===== config.mk =====
export PLATFORM = sky130hd
export DESIGN_NAME = vga_pattern_gen
export DESIGN_NICKNAME = d
export VERILOG_FILES = /design/src/rtl/vga_pattern_gen.sv
export SDC_FILE = /design/constraint.sdc
export NUM_CORES = 1
export LEC_CHECK = 0
export CORE_MARGIN = 1.5
export CORE_UTILIZATION = 35
export CTS_BUF_LIST = sky130_fd_sc_hd__clkbuf_4
export DETAILED_ROUTE_END_ITERATION = 10
export PLACE_DENSITY_LB_ADDON = 0.25
export SLEW_MARGIN = 25
export SYNTH_ARGS = -nofsm -noshare
export SYNTH_HDL_FRONTEND = slang
export SYNTH_SLANG_ARGS = --single-unit

===== constraint.sdc =====
create_clock -name clk -period 6.3 [get_ports clk]
set_input_delay 0.945 -clock clk [delete_from_list [all_inputs] [get_ports clk]]
set_output_delay 0.945 -clock clk [all_outputs]
set_load 0.01 [all_outputs]

===== src/rtl/vga_pattern_gen.sv =====
// -----------------------------------------------------------------------------
// vga_pattern_gen
//
// Parametrised VGA timing and test-pattern generator for TT tiles. Produces
// horizontal/vertical counters, sync pulses with configurable polarity, and one
// of four test patterns, driven straight onto the Tiny VGA PMOD pinout.
//
// Optional feature: define VGA_SCROLL_EN to let the scroll input shift the
// bar and checkerboard patterns by 4 pixels per frame. Without the macro the
// scroll port is present but ignored, and no adder is built.
//
// Ports:
//   clk         in   1      pixel clock
//   rst_n       in   1      asynchronous active-low reset
//   ena         in   1      tile enable; 0 freezes all state and outputs
//   osel        in   2      pattern select (0 solid, 1 bars, 2 checker, 3 flash)
//   color       in   6      RrGgBb colour for patterns 0/2, latched per frame
//   scroll      in   1      scroll request (VGA_SCROLL_EN builds only)
//   uo_out      out  8      {hsync,B0,G0,R0,vsync,B1,G1,R1}, lags h/v by 1 clk
//   h_pos       out  CNT_W  current horizontal counter
//   v_pos       out  CNT_W  current vertical counter
//   frame_start out  1      high while uo_out shows pixel (0,0)
//   frame_cnt   out  8      frames completed, wraps 255->0
// -----------------------------------------------------------------------------
module vga_pattern_gen #(
  parameter int H_VIS  = 640,
  parameter int H_FP   = 16,
  parameter int H_SYNC = 96,
  parameter int H_BP   = 48,
  parameter int V_VIS  = 480,
  parameter int V_FP   = 10,
  parameter int V_SYNC = 2,
  parameter int V_BP   = 33,
  parameter int H_POL  = 0,
  parameter int V_POL  = 0,
  parameter int CNT_W  = 10
) (
  input  logic             clk,
  input  logic             rst_n,
  input  logic             ena,
  input  logic [1:0]       osel,
  input  logic [5:0]       color,
  input  logic             scroll,
  output logic [7:0]       uo_out,
  output logic [CNT_W-1:0] h_pos,
  output logic [CNT_W-1:0] v_pos,
  output logic             frame_start,
  output logic [7:0]       frame_cnt
);

  localparam int H_TOTAL = H_VIS + H_FP + H_SYNC + H_BP;
  localparam int V_TOTAL = V_VIS + V_FP + V_SYNC + V_BP;

  // Boundary constants are one bit wider than the counters so that the end of
  // a sync pulse may equal the total (zero back porch) without overflowing.
  localparam logic [CNT_W:0] H_LAST = (CNT_W+1)'(H_TOTAL - 1);
  localparam logic [CNT_W:0] V_LAST = (CNT_W+1)'(V_TOTAL - 1);
  localparam logic [CNT_W:0] H_VIS_C = (CNT_W+1)'(H_VIS);
  localparam logic [CNT_W:0] V_VIS_C = (CNT_W+1)'(V_VIS);
  localparam logic [CNT_W:0] HS_BEG = (CNT_W+1)'(H_VIS + H_FP);
  localparam logic [CNT_W:0] HS_END = (CNT_W+1)'(H_VIS + H_FP + H_SYNC);
  localparam logic [CNT_W:0] VS_BEG = (CNT_W+1)'(V_VIS + V_FP);
  localparam logic [CNT_W:0] VS_END = (CNT_W+1)'(V_VIS + V_FP + V_SYNC);

  localparam logic HS_ON = (H_POL != 0);
  localparam logic VS_ON = (V_POL != 0);

  // Sync bits idle at their inactive level, colour bits at zero.
  localparam logic [7:0] UO_RESET = {~HS_ON, 3'b000, ~VS_ON, 3'b000};

  // ---------------------------------------------------------------------------
  // State
  // ---------------------------------------------------------------------------
  logic [CNT_W-1:0] h_reg, h_next;
  logic [CNT_W-1:0] v_reg, v_next;
  logic [7:0]       frame_cnt_reg, frame_cnt_next;
  logic [5:0]       color_latch_reg, color_latch_next;
  logic [7:0]       uo_out_reg;
  logic [7:0]       uo_out_next;
  logic             frame_start_reg, frame_start_next;

  // Zero-extended copies for comparison against the widened constants.
  logic [CNT_W:0] h_ext;
  logic [CNT_W:0] v_ext;
  assign h_ext = {1'b0, h_reg};
  assign v_ext = {1'b0, v_reg};

  logic h_wrap;
  logic v_wrap;
  logic frame_end;
  assign h_wrap    = (h_ext == H_LAST);
  assign v_wrap    = (v_ext == V_LAST);
  assign frame_end = h_wrap && v_wrap;

  // ---------------------------------------------------------------------------
  // Counter and colour-latch next state
  // ---------------------------------------------------------------------------
  always_comb begin
    h_next           = h_reg;
    v_next           = v_reg;
    frame_cnt_next   = frame_cnt_reg;
    color_latch_next = color_latch_reg;

    if (h_wrap) begin
      h_next = '0;
      if (v_wrap) begin
        v_next = '0;
      end else begin
        v_next = v_reg + 1'b1;
      end
    end else begin
      h_next = h_reg + 1'b1;
    end

    // The colour is only taken on the very last pixel clock of a frame, so a
    // change arriving mid-frame can never split the picture.
    if (frame_end) begin
      frame_cnt_next   = frame_cnt_reg + 8'd1;
      color_latch_next = color;
    end
  end

  // ---------------------------------------------------------------------------
  // Pattern x coordinate (optionally scrolled)
  // ---------------------------------------------------------------------------
  logic [CNT_W-1:0] x;

`ifdef VGA_SCROLL_EN
  logic [CNT_W-1:0] scroll_off;
  // Offset of 4 px per completed frame, reduced mod 2^CNT_W by truncation.
  assign scroll_off = CNT_W'({frame_cnt_reg, 2'b00});
  assign x          = scroll ? (h_reg + scroll_off) : h_reg;
`else
  assign x = h_reg;
`endif

  // Bits of x and scroll that no pattern consumes in some configurations.
  logic unused_bits;
  assign unused_bits = ^{scroll, x};

  // Vertical bars: rgb = x[9:4], with positions past the counter width reading 0.
  logic [5:0] bar_rgb;
  generate
    for (genvar gi = 0; gi < 6; gi++) begin : g_bar
      if (gi + 4 < CNT_W) begin : g_used
        assign bar_rgb[gi] = x[gi+4];
      end else begin : g_zero
        assign bar_rgb[gi] = 1'b0;
      end
    end
  endgenerate

  // ---------------------------------------------------------------------------
  // Pixel colour, blanking and sync for the current (h, v)
  // ---------------------------------------------------------------------------
  logic [5:0] rgb;
  logic       blank;
  logic       hs_act;
  logic       vs_act;
  logic       hsync_lvl;
  logic       vsync_lvl;

  assign blank  = (h_ext >= H_VIS_C) || (v_ext >= V_VIS_C);
  assign hs_act = (h_ext >= HS_BEG) && (h_ext < HS_END);
  assign vs_act = (v_ext >= VS_BEG) && (v_ext < VS_END);

  assign hsync_lvl = hs_act ? HS_ON : ~HS_ON;
  assign vsync_lvl = vs_act ? VS_ON : ~VS_ON;

  always_comb begin
    rgb = color_latch_reg;
    case (osel)
      2'd0: rgb = color_latch_reg;
      2'd1: rgb = bar_rgb;
      2'd2: rgb = (x[3] ^ v_reg[3]) ? color_latch_reg : ~color_latch_reg;
      2'd3: rgb = frame_cnt_reg[5:0];
      default: rgb = color_latch_reg;
    endcase
    // Blanking applies to colour only; sync keeps running.
    if (blank) begin
      rgb = 6'b000000;
    end
  end

  // ---------------------------------------------------------------------------
  // PMOD pin mapping: rgb = {R1,R0,G1,G0,B1,B0}
  //   uo_out[2:0] = {B1,G1,R1}, uo_out[6:4] = {B0,G0,R0}
  // ---------------------------------------------------------------------------
  generate
    for (genvar gi = 0; gi < 3; gi++) begin : g_pin
      assign uo_out_next[gi]     = rgb[5 - 2*gi];
      assign uo_out_next[gi + 4] = rgb[4 - 2*gi];
    end
  endgenerate
  assign uo_out_next[3] = vsync_lvl;
  assign uo_out_next[7] = hsync_lvl;

  // Registered alongside uo_out so it lines up with pixel (0,0) on the pins.
  assign frame_start_next = (h_reg == '0) && (v_reg == '0);

  // ---------------------------------------------------------------------------
  // Registers; ena=0 freezes everything, including the output registers.
  // ---------------------------------------------------------------------------
  always_ff @(posedge clk or negedge rst_n) begin
    if (!rst_n) begin
      h_reg           <= '0;
      v_reg           <= '0;
      frame_cnt_reg   <= 8'd0;
      color_latch_reg <= 6'd0;
      uo_out_reg      <= UO_RESET;
      frame_start_reg <= 1'b0;
    end else if (ena) begin
      h_reg           <= h_next;
      v_reg           <= v_next;
      frame_cnt_reg   <= frame_cnt_next;
      color_latch_reg <= color_latch_next;
      uo_out_reg      <= uo_out_next;
      frame_start_reg <= frame_start_next;
    end
  end

  assign uo_out      = uo_out_reg;
  assign h_pos       = h_reg;
  assign v_pos       = v_reg;
  assign frame_start = frame_start_reg;
  assign frame_cnt   = frame_cnt_reg;

endmodule


== Word level (Yosys, flattened, before mapping) ==
Index checks and enable logic that the tools add are counted.

* Register bits: 43
* Word-level logic and storage cells: 39
* Output and inout bits: 37
* Input bits: 12

* Order comparisons: 6
* Bitwise gates (word level): 2
* Eq/ne operators: 5
* Muxes and demuxes: 7
* Reductions and logical operators: 10
* $add $sub $neg: 3

{| class="wikitable"
|+ Operators with widths
! cell !! number
|-
| $pmux W6 S4 || 1
|-
| $add A10 B1 Y10 const B || 2
|-
| $eq A10 B10 Y1 const B || 2
|-
| $ge A10 B10 Y1 const B || 2
|-
| $ge A10 B9 Y1 const B || 2
|-
| $logic_not A10 Y1 || 2
|-
| $mux W10 || 2
|-
| $mux W6 || 2
|-
| $lt A10 B10 Y1 const B || 1
|-
| $lt A10 B9 Y1 const B || 1
|-
| $add A8 B1 Y8 const B || 1
|-
| $not A6 Y6 || 1
|-
| $eq A2 B2 Y1 const B || 2
|-
| $logic_and A1 B1 Y1 || 4
|-
| $reduce_and A2 Y1 || 2
|-
| $eq A2 B1 Y1 const B || 1
|-
| $logic_not A2 Y1 || 1
|-
| $mux W1 || 2
|-
| $logic_or A1 B1 Y1 || 1
|-
| $xor A1 B1 Y1 || 1
|}

== Logic depth before layout (Yosys ltp) ==
* Word-level depth: 4
* Depth in mapped cells: 7
* Depth with buffers taken out: 6

== Least setup slack after synthesis ==
Ideal clock, no wire load.

* Path kind: input port to flip-flop
* Start point: in ena
* End point: reg frame_cnt_reg[7], in the netlist frame_cnt[7]
* Arrival time: 2,249 ps
* Buffers on the path: 1
* Library setup time: 125 ps
* Path slack: 3,926 ps
* Required time: 6,175 ps
* Cell stages on the path: 5
* Path through: and4_1 clkbuf_1 nand4_1 or4_4 xnor2_2

* Longest elaborated chain between the ends: 1

{| class="wikitable"
|+ RTL lines
! what !! RTL line !! source
|-
| start, declared || 40 || <nowiki>input logic ena,</nowiki>
|-
| $reduce_and A2 Y1 (no source line) || -- ||
|-
| end signal, assigned || 215 || <nowiki>frame_cnt_reg <= frame_cnt_next;</nowiki>
|-
| end, declared || 76 || <nowiki>logic [7:0] frame_cnt_reg, frame_cnt_next;</nowiki>
|}

Every way passes these cells.
A chain may end at the register's enable or synchronous reset.

== Worst setup path after layout ==
* Start point: in ena
* End point: reg color_latch_reg[2]

* Longest elaborated chain between the ends: 1

{| class="wikitable"
|+ RTL lines
! what !! RTL line !! source
|-
| $reduce_and A2 Y1 (no source line) || -- ||
|-
| end signal, assigned || 216 || <nowiki>color_latch_reg <= color_latch_next;</nowiki>
|-
| end, declared || 77 || <nowiki>logic [5:0] color_latch_reg, color_latch_next;</nowiki>
|}

Every way passes these cells.

==> flow_metrics.env <==
export IMPL_outcome="completed"
export IMPL_p_int_uw=403
export IMPL_drcViolationCount=0
export IMPL_grt_pass1_wl_um=8940
export IMPL_ys_ff_latch=43
export IMPL_layout_cells_non_filler=345
export IMPL_clock_root_buffer="clkbuf_4"
export IMPL_routed_wl_um=5160
export IMPL_setup_violations=0
export IMPL_synth_edf_count=0
export IMPL_drive_gt1_frac=0.104
export IMPL_ys_warn_count=0
export IMPL_place_gp_congestion=0.796
export IMPL_pin_count=49
export IMPL_fmax_ghz=0.299
export IMPL_fillers=595
export IMPL_maxCapViolCount=0
export IMPL_hold_violations=0
export IMPL_grt_overflow=0
export IMPL_crit_required_ns=6.55
export IMPL_rsz0062_at_grt="false"
export IMPL_synth_cell_types=37
export IMPL_first_global_vias=1802
export IMPL_worstPathBufferInverterCount=1
export IMPL_ff_latch_area_um2=1080
export IMPL_slew_violations=0
export IMPL_period_needed_ns=3.35
export IMPL_path_cells="clkdlybuf4s50_1, and4_1, and3_1, nand3_1, mux2_2"
export IMPL_viasPerCell=5.30
export IMPL_initial_core_util=0.363
export IMPL_seq_power_share=0.570
export IMPL_pwr_share_clk=0.242
export IMPL_p_switching_uw=179
export IMPL_worstSetupPathType="primary input to register"
export IMPL_n_antenna_cell=0
export IMPL_clock_sinks=43
export IMPL_clk_latency_ns=0.35
export IMPL_clkTransAtPathRegs_ns=0.12
export IMPL_yosys_top_cells_area="dfrtp_1 44%, mux2_2 6.3%, xor2_1 4.6%"
export IMPL_area_growth_synth_to_final_pct=24.0
export IMPL_cp_max_fo=21
export IMPL_core_area_um2=6350
export IMPL_arrival_ns=3.59
export IMPL_drt_iter0_drc=171
export IMPL_cts_setup_buffers=0
export IMPL_max_slew_margin_rel=0.322
export IMPL_synth_most_common_cell="dfrtp_1"
export IMPL_cts_resized=0
export IMPL_cts_max_path_buffers=2
export IMPL_first_pass_iters=4
export IMPL_clock_skew_ns=0.00674
export IMPL_place_inst=337
export IMPL_worstSetupEndpointType="register"
export IMPL_max_stage_delay_ns=0.92
export IMPL_p_leak_uw=0.00127
export IMPL_synth_mux_area_frac=0.0721
export IMPL_fp_row_count=29
export IMPL_cts_buffers=5
export IMPL_synth_top_cell_area_share=0.445
export IMPL_start_kind="primary input"
export IMPL_ant_nets=0
export IMPL_wl_per_cell_um=14.9
export IMPL_seq_area_frac_synth=0.467
export IMPL_hpwl_um=3690
export IMPL_nets=284
export IMPL_portBuffers=47
export IMPL_min_path_type="register to register"
export IMPL_cp_slowest_cell="clkdlybuf4s50_1"
export IMPL_die_x_um=84.2
export IMPL_irDropWorstVdd_v=0.000114
export IMPL_worst_pin_slew_ns=1.00
export IMPL_antenna_found_initial=0
export IMPL_multiInputGateArea_um2=1110
export IMPL_ys_flop_type="dfrtp_1"
export IMPL_ys_top_cells_by_count="41 x dfrtp_1, 17 x nand3_1, 14 x inv_1"
export IMPL_async_reset_ff_frac=1.00
export IMPL_synth_top_family_by_area="simple AND/OR/NAND/NOR gates"
export IMPL_synth_compound_area_frac=0.0830
export IMPL_cts_tree="done"
export IMPL_path_delay_family="simple AND/OR/NAND/NOR gates"
export IMPL_vias=1830
export IMPL_h_tree_depth=2
export IMPL_netlist_area_um2=2310
export IMPL_chipHeight_um=84.2
export IMPL_synthSimpleGateAreaFrac=0.207
export IMPL_postCtsHoldBufs=0
export IMPL_synthCells=229
export IMPL_synthXorXnorAreaFrac=0.0906
export IMPL_swShare=0.307
export IMPL_comb_power_share=0.187
export IMPL_yosys_area_top_type="dfrtp_1"
export IMPL_tns_ns=0
export IMPL_synth_fp_nets=246
export IMPL_period_share=0.532
export IMPL_die_area_um2=7090
export IMPL_grt_usage=0.157
export IMPL_avgSynthCellArea_um2=10.1
export IMPL_grt_max_degree=44
export IMPL_synthAdderAreaFrac=0.0271
export IMPL_power_density_nw_per_um2=203
path summary, 6_finish.rpt:
path                                  startpoint  cells after the start                        endpoint  slack [ns]
min in group asynchronous                  rst_n                      1            v_pos[5]$_DFFE_PN0P_        0.55
max in group asynchronous                  rst_n                      1           uo_out[7]$_DFFE_PN1P_        5.35
min reg2reg                uo_out[7]$_DFFE_PN1P_                      2           uo_out[7]$_DFFE_PN1P_        0.50
max                                          ena                      5  color_latch_reg[2]$_DFFE_PN0P_        2.95
max reg2reg                 v_pos[1]$_DFFE_PN0P_                      6        frame_cnt[7]$_DFFE_PN0P_        3.79
min                        uo_out[7]$_DFFE_PN1P_                      2           uo_out[7]$_DFFE_PN1P_        0.50
kinds of logic after synthesis:
family / Yosys count
xor gates and xnor gates: 23
adders and majority gates: 5
muxes: 15
AOI/OAI and AO/OA: 30
and+or+nand+nor: 83
buffers and inverters: 30
DFF: 43
worst reg2reg max path: stages (launching register included):
cell and delay, ns:
dfrtp_1 0.48, inv_1 0.10, ha_1 0.15, or4b_4 0.48
or3_1 0.47, or4_4 0.60, xnor2_2 0.14
power groups by stage:
stage | registers [µW] | logic, µW | clock network, µW
after floorplan | 314 | 77.4 | 0
after global placement | 336 | 108 | 0
after detailed placement | 338 | 110 | 0
after CTS | 332 | 111 | 145
after global routing | 338 | 122 | 160
final | 332 | 109 | 141
layout make-up:
cell class,instances,share of cell area
clock buffers,7,0.0184
clock inverters,1,0.00175
inverters,14,0.0184
multi-input cells,156,0.387
flip-flops and latches,43,0.377
well taps,77,0.0337
repair buffers,47,0.164
cell usage in the layout (no fill, tap or decap), types with 4 or more instances in the layout:
cell type,n
clkbuf_4,7
inv_1,14
clkdlybuf4s50_1,46
nand2_1,11
or3_1,4
nor3_1,5
o21ai_0,10
dfrtp_1,41
xor2_1,12
o221ai_1,5
nor2_1,10
nor4_1,4
a21oi_1,6
nand3_1,17
xnor2_1,10
mux2_2,13
ha_1,5
nand4_1,10
and3_1,8
per-stage QoR:
stage	power [µW]	setup slack (ns)	hold WS, ns	util	instance area, µm²
after floorplan	391	3.93	0.491	-	2310
after global placement	444	2.57	0.480	0.441	2800
after detailed placement	448	2.56	0.480	0.441	2800
after CTS	588	2.94	0.500	0.450	2860
after global routing	620	2.77	0.523	0.450	2860
final	582	2.95	0.500	0.450	2860
metal layers:
metal  vias up  wire length, µm  global-route usage  part of all wire
li1        895                -                   -                 -
met1       881             2530               0.221              0.49
met2        46             2320               0.236              0.45
met3         8              236              0.0433             0.046
met4         0               65              0.0462             0.013
met5         -                0                   0                 0
Note: power is estimated with default switching activity, not from simulation.
